$ cat src/rtl/hazard_controller.sv
// ---------------------------------------------------------------------------
// hazard_controller
// Pipeline sequencing controller for a 5-stage CPU.
// It handles three kinds of event:
//   - load-use hazards that forwarding cannot cover (one-cycle stall + bubble)
//   - multi-cycle data-memory accesses (full pipeline freeze)
//   - taken branches (flush of the wrong-path IF/ID and ID/EX contents)
// It also provides program halt, a memory-timeout trap and saturating
// stall/flush performance counters.
// Control outputs are combinational from the registered state and the
// current inputs, so a control decision takes effect in the same cycle.
// The halt and timeout flags and the counters are registered.
// ---------------------------------------------------------------------------
`timescale 1ns/1ps

module hazard_controller #(
    parameter int REG_W       = 4,
    parameter int R0_ZERO     = 1,
    parameter int MEM_TIMEOUT = 255,
    parameter int CNT_W       = 16
) (
    input  logic             clk,
    input  logic             rst_n,
    input  logic [REG_W-1:0] id_rs1,
    input  logic [REG_W-1:0] id_rs2,
    input  logic             id_rs1_used,
    input  logic             id_rs2_used,
    input  logic [REG_W-1:0] ex_reg_dst,
    input  logic             ex_wr,
    input  logic             ex_mem_rd,
    input  logic             ex_branch_taken,
    input  logic             mem_req,
    input  logic             mem_ready,
    input  logic             wb_halt,
    output logic             pc_stall,
    output logic             if_id_stall,
    output logic             if_id_flush,
    output logic             id_ex_stall,
    output logic             id_ex_flush,
    output logic             ex_mem_stall,
    output logic             mem_wb_bubble,
    output logic             halted,
    output logic             mem_timeout,
    output logic [CNT_W-1:0] stall_cycles,
    output logic [CNT_W-1:0] flush_count
);

    // The wait counter is 8 bits wide, so the timeout limit must fit in 8 bits.
    localparam int         WAIT_W  = 8;
    localparam logic [WAIT_W-1:0] TMO_LIM = WAIT_W'(MEM_TIMEOUT);
    localparam logic [CNT_W-1:0]  CNT_MAX = {CNT_W{1'b1}};
    // A limit of 0 or 1 means the very first frozen cycle already times out.
    localparam logic       TMO_IMMEDIATE = (MEM_TIMEOUT <= 1) ? 1'b1 : 1'b0;

    typedef enum logic [1:0] {
        ST_RUN      = 2'd0,
        ST_MEM_WAIT = 2'd1,
        ST_HALT     = 2'd2
    } state_t;

    state_t            r_state;
    logic [WAIT_W-1:0] r_wait_cnt;
    logic              r_halted;
    logic              r_mem_timeout;
    logic [CNT_W-1:0]  r_stall_cycles;
    logic [CNT_W-1:0]  r_flush_count;

    logic              w_freeze;
    logic              w_dst_is_zero;
    logic              w_rs1_hit;
    logic              w_rs2_hit;
    logic              w_load_use;
    logic [WAIT_W-1:0] w_wait_inc;
    logic              w_wait_expired;

    // Hazard detection: load in EX whose destination feeds an ID source.
    always_comb begin
        w_dst_is_zero = 1'b0;
        w_rs1_hit     = 1'b0;
        w_rs2_hit     = 1'b0;
        w_load_use    = 1'b0;
        if (R0_ZERO != 0) begin
            w_dst_is_zero = (ex_reg_dst == {REG_W{1'b0}});
        end else begin
            w_dst_is_zero = 1'b0;
        end
        w_rs1_hit  = id_rs1_used && (id_rs1 == ex_reg_dst);
        w_rs2_hit  = id_rs2_used && (id_rs2 == ex_reg_dst);
        w_load_use = ex_mem_rd && ex_wr && !w_dst_is_zero && (w_rs1_hit || w_rs2_hit);
    end

    // Freeze condition and wait-counter arithmetic for the memory-wait path.
    always_comb begin
        w_freeze       = 1'b0;
        w_wait_inc     = r_wait_cnt + {{(WAIT_W-1){1'b0}}, 1'b1};
        w_wait_expired = 1'b0;
        if (r_state != ST_HALT) begin
            w_freeze = mem_req && !mem_ready;
        end else begin
            w_freeze = 1'b0;
        end
        w_wait_expired = (w_wait_inc >= TMO_LIM);
    end

    // Pipeline control outputs: halt and freeze dominate, then branch, then load-use.
    always_comb begin
        pc_stall      = 1'b0;
        if_id_stall   = 1'b0;
        if_id_flush   = 1'b0;
        id_ex_stall   = 1'b0;
        id_ex_flush   = 1'b0;
        ex_mem_stall  = 1'b0;
        mem_wb_bubble = 1'b0;
        if ((r_state == ST_HALT) || w_freeze) begin
            // Whole pipeline holds; a taken branch waits in the frozen EX stage.
            pc_stall      = 1'b1;
            if_id_stall   = 1'b1;
            id_ex_stall   = 1'b1;
            ex_mem_stall  = 1'b1;
            mem_wb_bubble = 1'b1;
        end else if (ex_branch_taken) begin
            // Any dependent instruction behind the branch is wrong-path anyway.
            if_id_flush   = 1'b1;
            id_ex_flush   = 1'b1;
        end else if (w_load_use) begin
            // One bubble lets the load reach MEM, where forwarding covers it.
            pc_stall      = 1'b1;
            if_id_stall   = 1'b1;
            id_ex_flush   = 1'b1;
        end else begin
            pc_stall      = 1'b0;
            if_id_stall   = 1'b0;
        end
    end

    // Sequencing FSM with wait counter, halt flag and sticky timeout flag.
    always_ff @(posedge clk or negedge rst_n) begin
        if (!rst_n) begin
            r_state       <= ST_RUN;
            r_wait_cnt    <= {WAIT_W{1'b0}};
            r_halted      <= 1'b0;
            r_mem_timeout <= 1'b0;
        end else begin
            case (r_state)
                ST_RUN: begin
                    if (wb_halt) begin
                        r_state    <= ST_HALT;
                        r_halted   <= 1'b1;
                    end else if (w_freeze) begin
                        if (TMO_IMMEDIATE) begin
                            r_state       <= ST_HALT;
                            r_halted      <= 1'b1;
                            r_mem_timeout <= 1'b1;
                        end else begin
                            r_state       <= ST_MEM_WAIT;
                        end
                        r_wait_cnt <= {{(WAIT_W-1){1'b0}}, 1'b1};
                    end else begin
                        r_state    <= ST_RUN;
                        r_wait_cnt <= {WAIT_W{1'b0}};
                    end
                end
                ST_MEM_WAIT: begin
                    if (wb_halt) begin
                        r_state    <= ST_HALT;
                        r_halted   <= 1'b1;
                    end else if (w_freeze) begin
                        r_wait_cnt <= w_wait_inc;
                        if (w_wait_expired) begin
                            r_state       <= ST_HALT;
                            r_halted      <= 1'b1;
                            r_mem_timeout <= 1'b1;
                        end else begin
                            r_state       <= ST_MEM_WAIT;
                        end
                    end else begin
                        // Access completed (or was withdrawn): back to normal flow.
                        r_state    <= ST_RUN;
                        r_wait_cnt <= {WAIT_W{1'b0}};
                    end
                end
                ST_HALT: begin
                    // Only reset leaves HALT.
                    r_state    <= ST_HALT;
                    r_halted   <= 1'b1;
                end
                default: begin
                    r_state    <= ST_RUN;
                    r_wait_cnt <= {WAIT_W{1'b0}};
                end
            endcase
        end
    end

    // Saturating performance counters; frozen in HALT.
    always_ff @(posedge clk or negedge rst_n) begin
        if (!rst_n) begin
            r_stall_cycles <= {CNT_W{1'b0}};
            r_flush_count  <= {CNT_W{1'b0}};
        end else begin
            if ((r_state != ST_HALT) && pc_stall && (r_stall_cycles != CNT_MAX)) begin
                r_stall_cycles <= r_stall_cycles + {{(CNT_W-1){1'b0}}, 1'b1};
            end else begin
                r_stall_cycles <= r_stall_cycles;
            end
            if ((r_state != ST_HALT) && if_id_flush && (r_flush_count != CNT_MAX)) begin
                r_flush_count <= r_flush_count + {{(CNT_W-1){1'b0}}, 1'b1};
            end else begin
                r_flush_count <= r_flush_count;
            end
        end
    end

    assign halted       = r_halted;
    assign mem_timeout  = r_mem_timeout;
    assign stall_cycles = r_stall_cycles;
    assign flush_count  = r_flush_count;

endmodule

$ cat config.mk
export PLATFORM = sky130hd
export DESIGN_NAME = hazard_controller
export DESIGN_NICKNAME = d
export VERILOG_FILES = /design/src/rtl/hazard_controller.sv
export SDC_FILE = /design/constraint.sdc
export NUM_CORES = 1
export LEC_CHECK = 0
export ABC_AREA = 1
export CAP_MARGIN = 20
export CORE_MARGIN = 10
export CORE_UTILIZATION = 25
export DETAILED_ROUTE_END_ITERATION = 7
export HOLD_SLACK_MARGIN = 0.15
export PLACE_DENSITY = 0.46
export SLEW_MARGIN = 15
export SYNTH_ARGS = -nofsm -noshare
export SYNTH_HDL_FRONTEND = slang
export SYNTH_SLANG_ARGS = --single-unit
$ cat constraint.sdc
create_clock -name clk -period 1.8 [get_ports clk]
set_input_delay 0.36 -clock clk [delete_from_list [all_inputs] [get_ports clk]]
set_output_delay 0.36 -clock clk [all_outputs]
set_load 0.03 [all_outputs]
==> results.py <==
metrics = {
    "job": {
        "cap_violations": 0,
    },
    "clock_network": {
        "cts_tree": "built",
        "root_buffer": "clkbuf_8",
        "clk_latency_ns": 0.29,
        "clkSlewWorstSetupHoldPaths_ns": 0.09,
        "clock_path_buffers": 2,
        "cts.sinks": 44,
        "cts_made_buffers": 5,
        "cts.htree.levels": 2,
    },
    "setup_path": {
        "start_kind": "register",
        "crit_start": "stall_cycles[0]$_DFFE_PN0P_",
        "cp-end-kind": "output pin",
        "critPathSlowestCell": "clkdlybuf4s50_1",
        "crit_path_end": "stall_cycles[0]",
        "worstPathMaxFanout": 5,
        "reg2reg_depth": 9,
        "critPathTopFamily": "buffers and inverters",
        "r2r_setup_slack_ns": 0.15,
        "crit_type": "reg2out",
        "critPathRequiredTime_ns": 1.44,
        "path_cells": "clkdlybuf4s50_1",
        "r2r_end": "stall_cycles[8]$_DFFE_PN0P_",
        "rr_startpoint": "stall_cycles[0]$_DFFE_PN0P_",
        "worst-path-buf-inv": 1,
        "arrival_ns": 1.39,
        "cp.depth": 1,
        "critPathMaxStageDelay_ns": 0.69,
    },
    "placement": {
        "post-place-ws_ns": -0.351,
        "place_hpwl_mm": 5.58,
        "place_congestion": 0.827,
        "port-buffer-count": 62,
        "place_area_sq_um": 3500,
    },
    "drt": {
        "drc": 0,
        "first_pass_iters": 4,
        "routed_wl_mm": 7.11,
        "postRouteAntennaNets": 0,
        "post_drt_via_cell_ratio": 4.22,
        "drt-initial-drc-count": 112,
        "vias": 2378,
        "wl_per_cell_um": 12.6,
    },
    "sta": {
        "worstMarginPinSlew_ns": 0.404,
        "slew_violations": 0,
        "setup_viol": 0,
        "min_period_ns": 1.75,
        "skew_ns": 0.00866,
        "slew_headroom": 0.731,
        "fmax_mhz": 571,
        "hold_viol_final": 0,
        "finalCritPeriodShare": 0.973,
        "worst_slack_ns": 0.0489,
    },
    "finish": {
        "syn2layout_area_growth_pct": 39.0,
        "multi_input_area_sq_um": 1340,
        "fin_area_sq_um": 3640,
        "drive_gt1_frac": 0.155,
        "fin_util": 0.354,
        "final_common_cell": "nand2_1",
        "regArea_sq_um": 1100,
        "layout_common_cells": "93 x nand2_1, 42 x dfrtp_1, 38 x inv_1",
        "diodes": 0,
        "fillers": 1123,
        "nNetsFinal": 452,
    },
    "synth": {
        "synth_nets": 368,
        "yosysWarnings": 0,
        "synth.avg_cell_area_sq_um": 7.65,
        "yosys.cell_types.count": 30,
        "synthArstFlopShare": 1.00,
        "synth-edff-count": 0,
        "ys_seq_area_frac": 0.421,
        "synth_seq_cells": 44,
        "syn_area_sq_um": 2620,
        "netlist_instances": 342,
        "synth_flop_cell": "dfrtp_1",
    },
    "die": {
        "die_height_um": 122,
        "coreArea_sq_um": 10300,
        "start_util": 0.254,
        "die_w_um": 122,
        "rows": 37,
        "dieArea_sq_um": 15000,
        "io_pins": 63,
    },
    "power": {
        "leakage_nw": 1.97,
        "peakVddDrop_v": 0.000316,
        "power_density_nw_per_um2": 886,
        "p_total_mw": 3.22,
    },
    "outcome": {
        "status": "completed",
    },
    "global_route": {
        "grt_max_degree": 21,
        "grt_util_all_layers": 0.0994,
        "grt_pass1_vias": 2503,
        "overflow": 0,
        "antenna_found_initial": 0,
        "grt_pass1_wl_mm": 12.3,
    },
    "worst_hold_path": {
        "hold_path.class": "reg2reg",
    },
}
## synth_stat cells (2+ instances only)
cell type | number | area, sq um
nor2_1 | 34 | 128
buf_4 | 3 | 22.5
dfrtp_1 | 44 | 1100
nand4_1 | 5 | 31.3
a21oi_1 | 2 | 10.0
nand2_1 | 95 | 357
nand2_2 | 5 | 31.3
xor2_1 | 23 | 201
buf_2 | 3 | 15.0
o22ai_1 | 4 | 25.0
xnor2_1 | 10 | 87.6
ha_1 | 4 | 50.1
inv_1 | 39 | 146
nor3_1 | 12 | 60.1
inv_2 | 2 | 7.51
o21ai_0 | 6 | 30.0
nand3_1 | 38 | 190
## metal layers
metal	up-vias	GRT usage	wire (um)
met3	6	0.0280	367
met2	42	0.162	3330
met4	0	0.0206	59
met5	-	0	0
li1	1247	-	-
met1	1083	0.129	3350
## kinds of logic after synthesis
kind of cell	share of synthesized area
compound gates	0.0440
buf+inv	0.0804
fa+ha+maj	0.0191
xor+xnor	0.111
flops	0.421
simple gates	0.325
## power by group
group          total (mW)  internal (mW)  switching (mW)
clock network       0.630          0.271           0.359
registers            1.25           1.11           0.136
logic                1.34          0.537           0.807
## how the worst min path moves through the flow
| stage | end | startpoint | slack, ns | cells after the start |
|---|---|---|---|---|
| after floorplan | flush_count[0]$_DFFE_PN0P_ | rst_n | 0.06 | 0 |
| after global placement | stall_cycles[9]$_DFFE_PN0P_ | rst_n | 0.30 | 1 |
| after detailed placement | stall_cycles[8]$_DFFE_PN0P_ | rst_n | 0.30 | 1 |
| after CTS | mem_timeout$_DFFE_PN0P_ | mem_timeout$_DFFE_PN0P_ | 0.49 | 2 |
| after global routing | r_state[0]$_DFF_PN0_ | r_state[0]$_DFF_PN0_ | 0.53 | 1 |
| final | mem_timeout$_DFFE_PN0P_ | mem_timeout$_DFFE_PN0P_ | 0.48 | 2 |
## state kept, by name (all words and copies together) (netlist names)
register / count
r_wait_cnt: 8
r_state: 2
halted: 1
flush_count: 16
stall_cycles: 16
mem_timeout: 1
## per-stage QoR
stage	hold WS [ns]	TNS, ns	std cells
3_5_place_dp	0.298	-6.14	553
4_1_cts	0.490	0	563
2_1_floorplan	0.0644	0	342
6_report	0.483	0	563
3_3_place_gp	0.297	-5.43	553
5_1_grt	0.533	-0.00445	563
## layout make-up
| cell class | count | area share |
|---|---|---|
| clock inverter | 3 | 0.00516 |
| inverter | 41 | 0.0423 |
| sequential | 44 | 0.304 |
| timing repair buffer | 85 | 0.214 |
| clock buffer | 5 | 0.0189 |
| tap | 136 | 0.0468 |
| multi-input combinational | 249 | 0.370 |
## timing repair
action                                 4_1_cts  5_1_grt
setup endpoints to repair                   18       18
pin swaps                                   17       12
hold buffers                                 1        0
buffers inserted                             1        0
resized for setup                           41       31
endpoints found under the hold margin       13        0
Power figures use the tool's default switching activity.
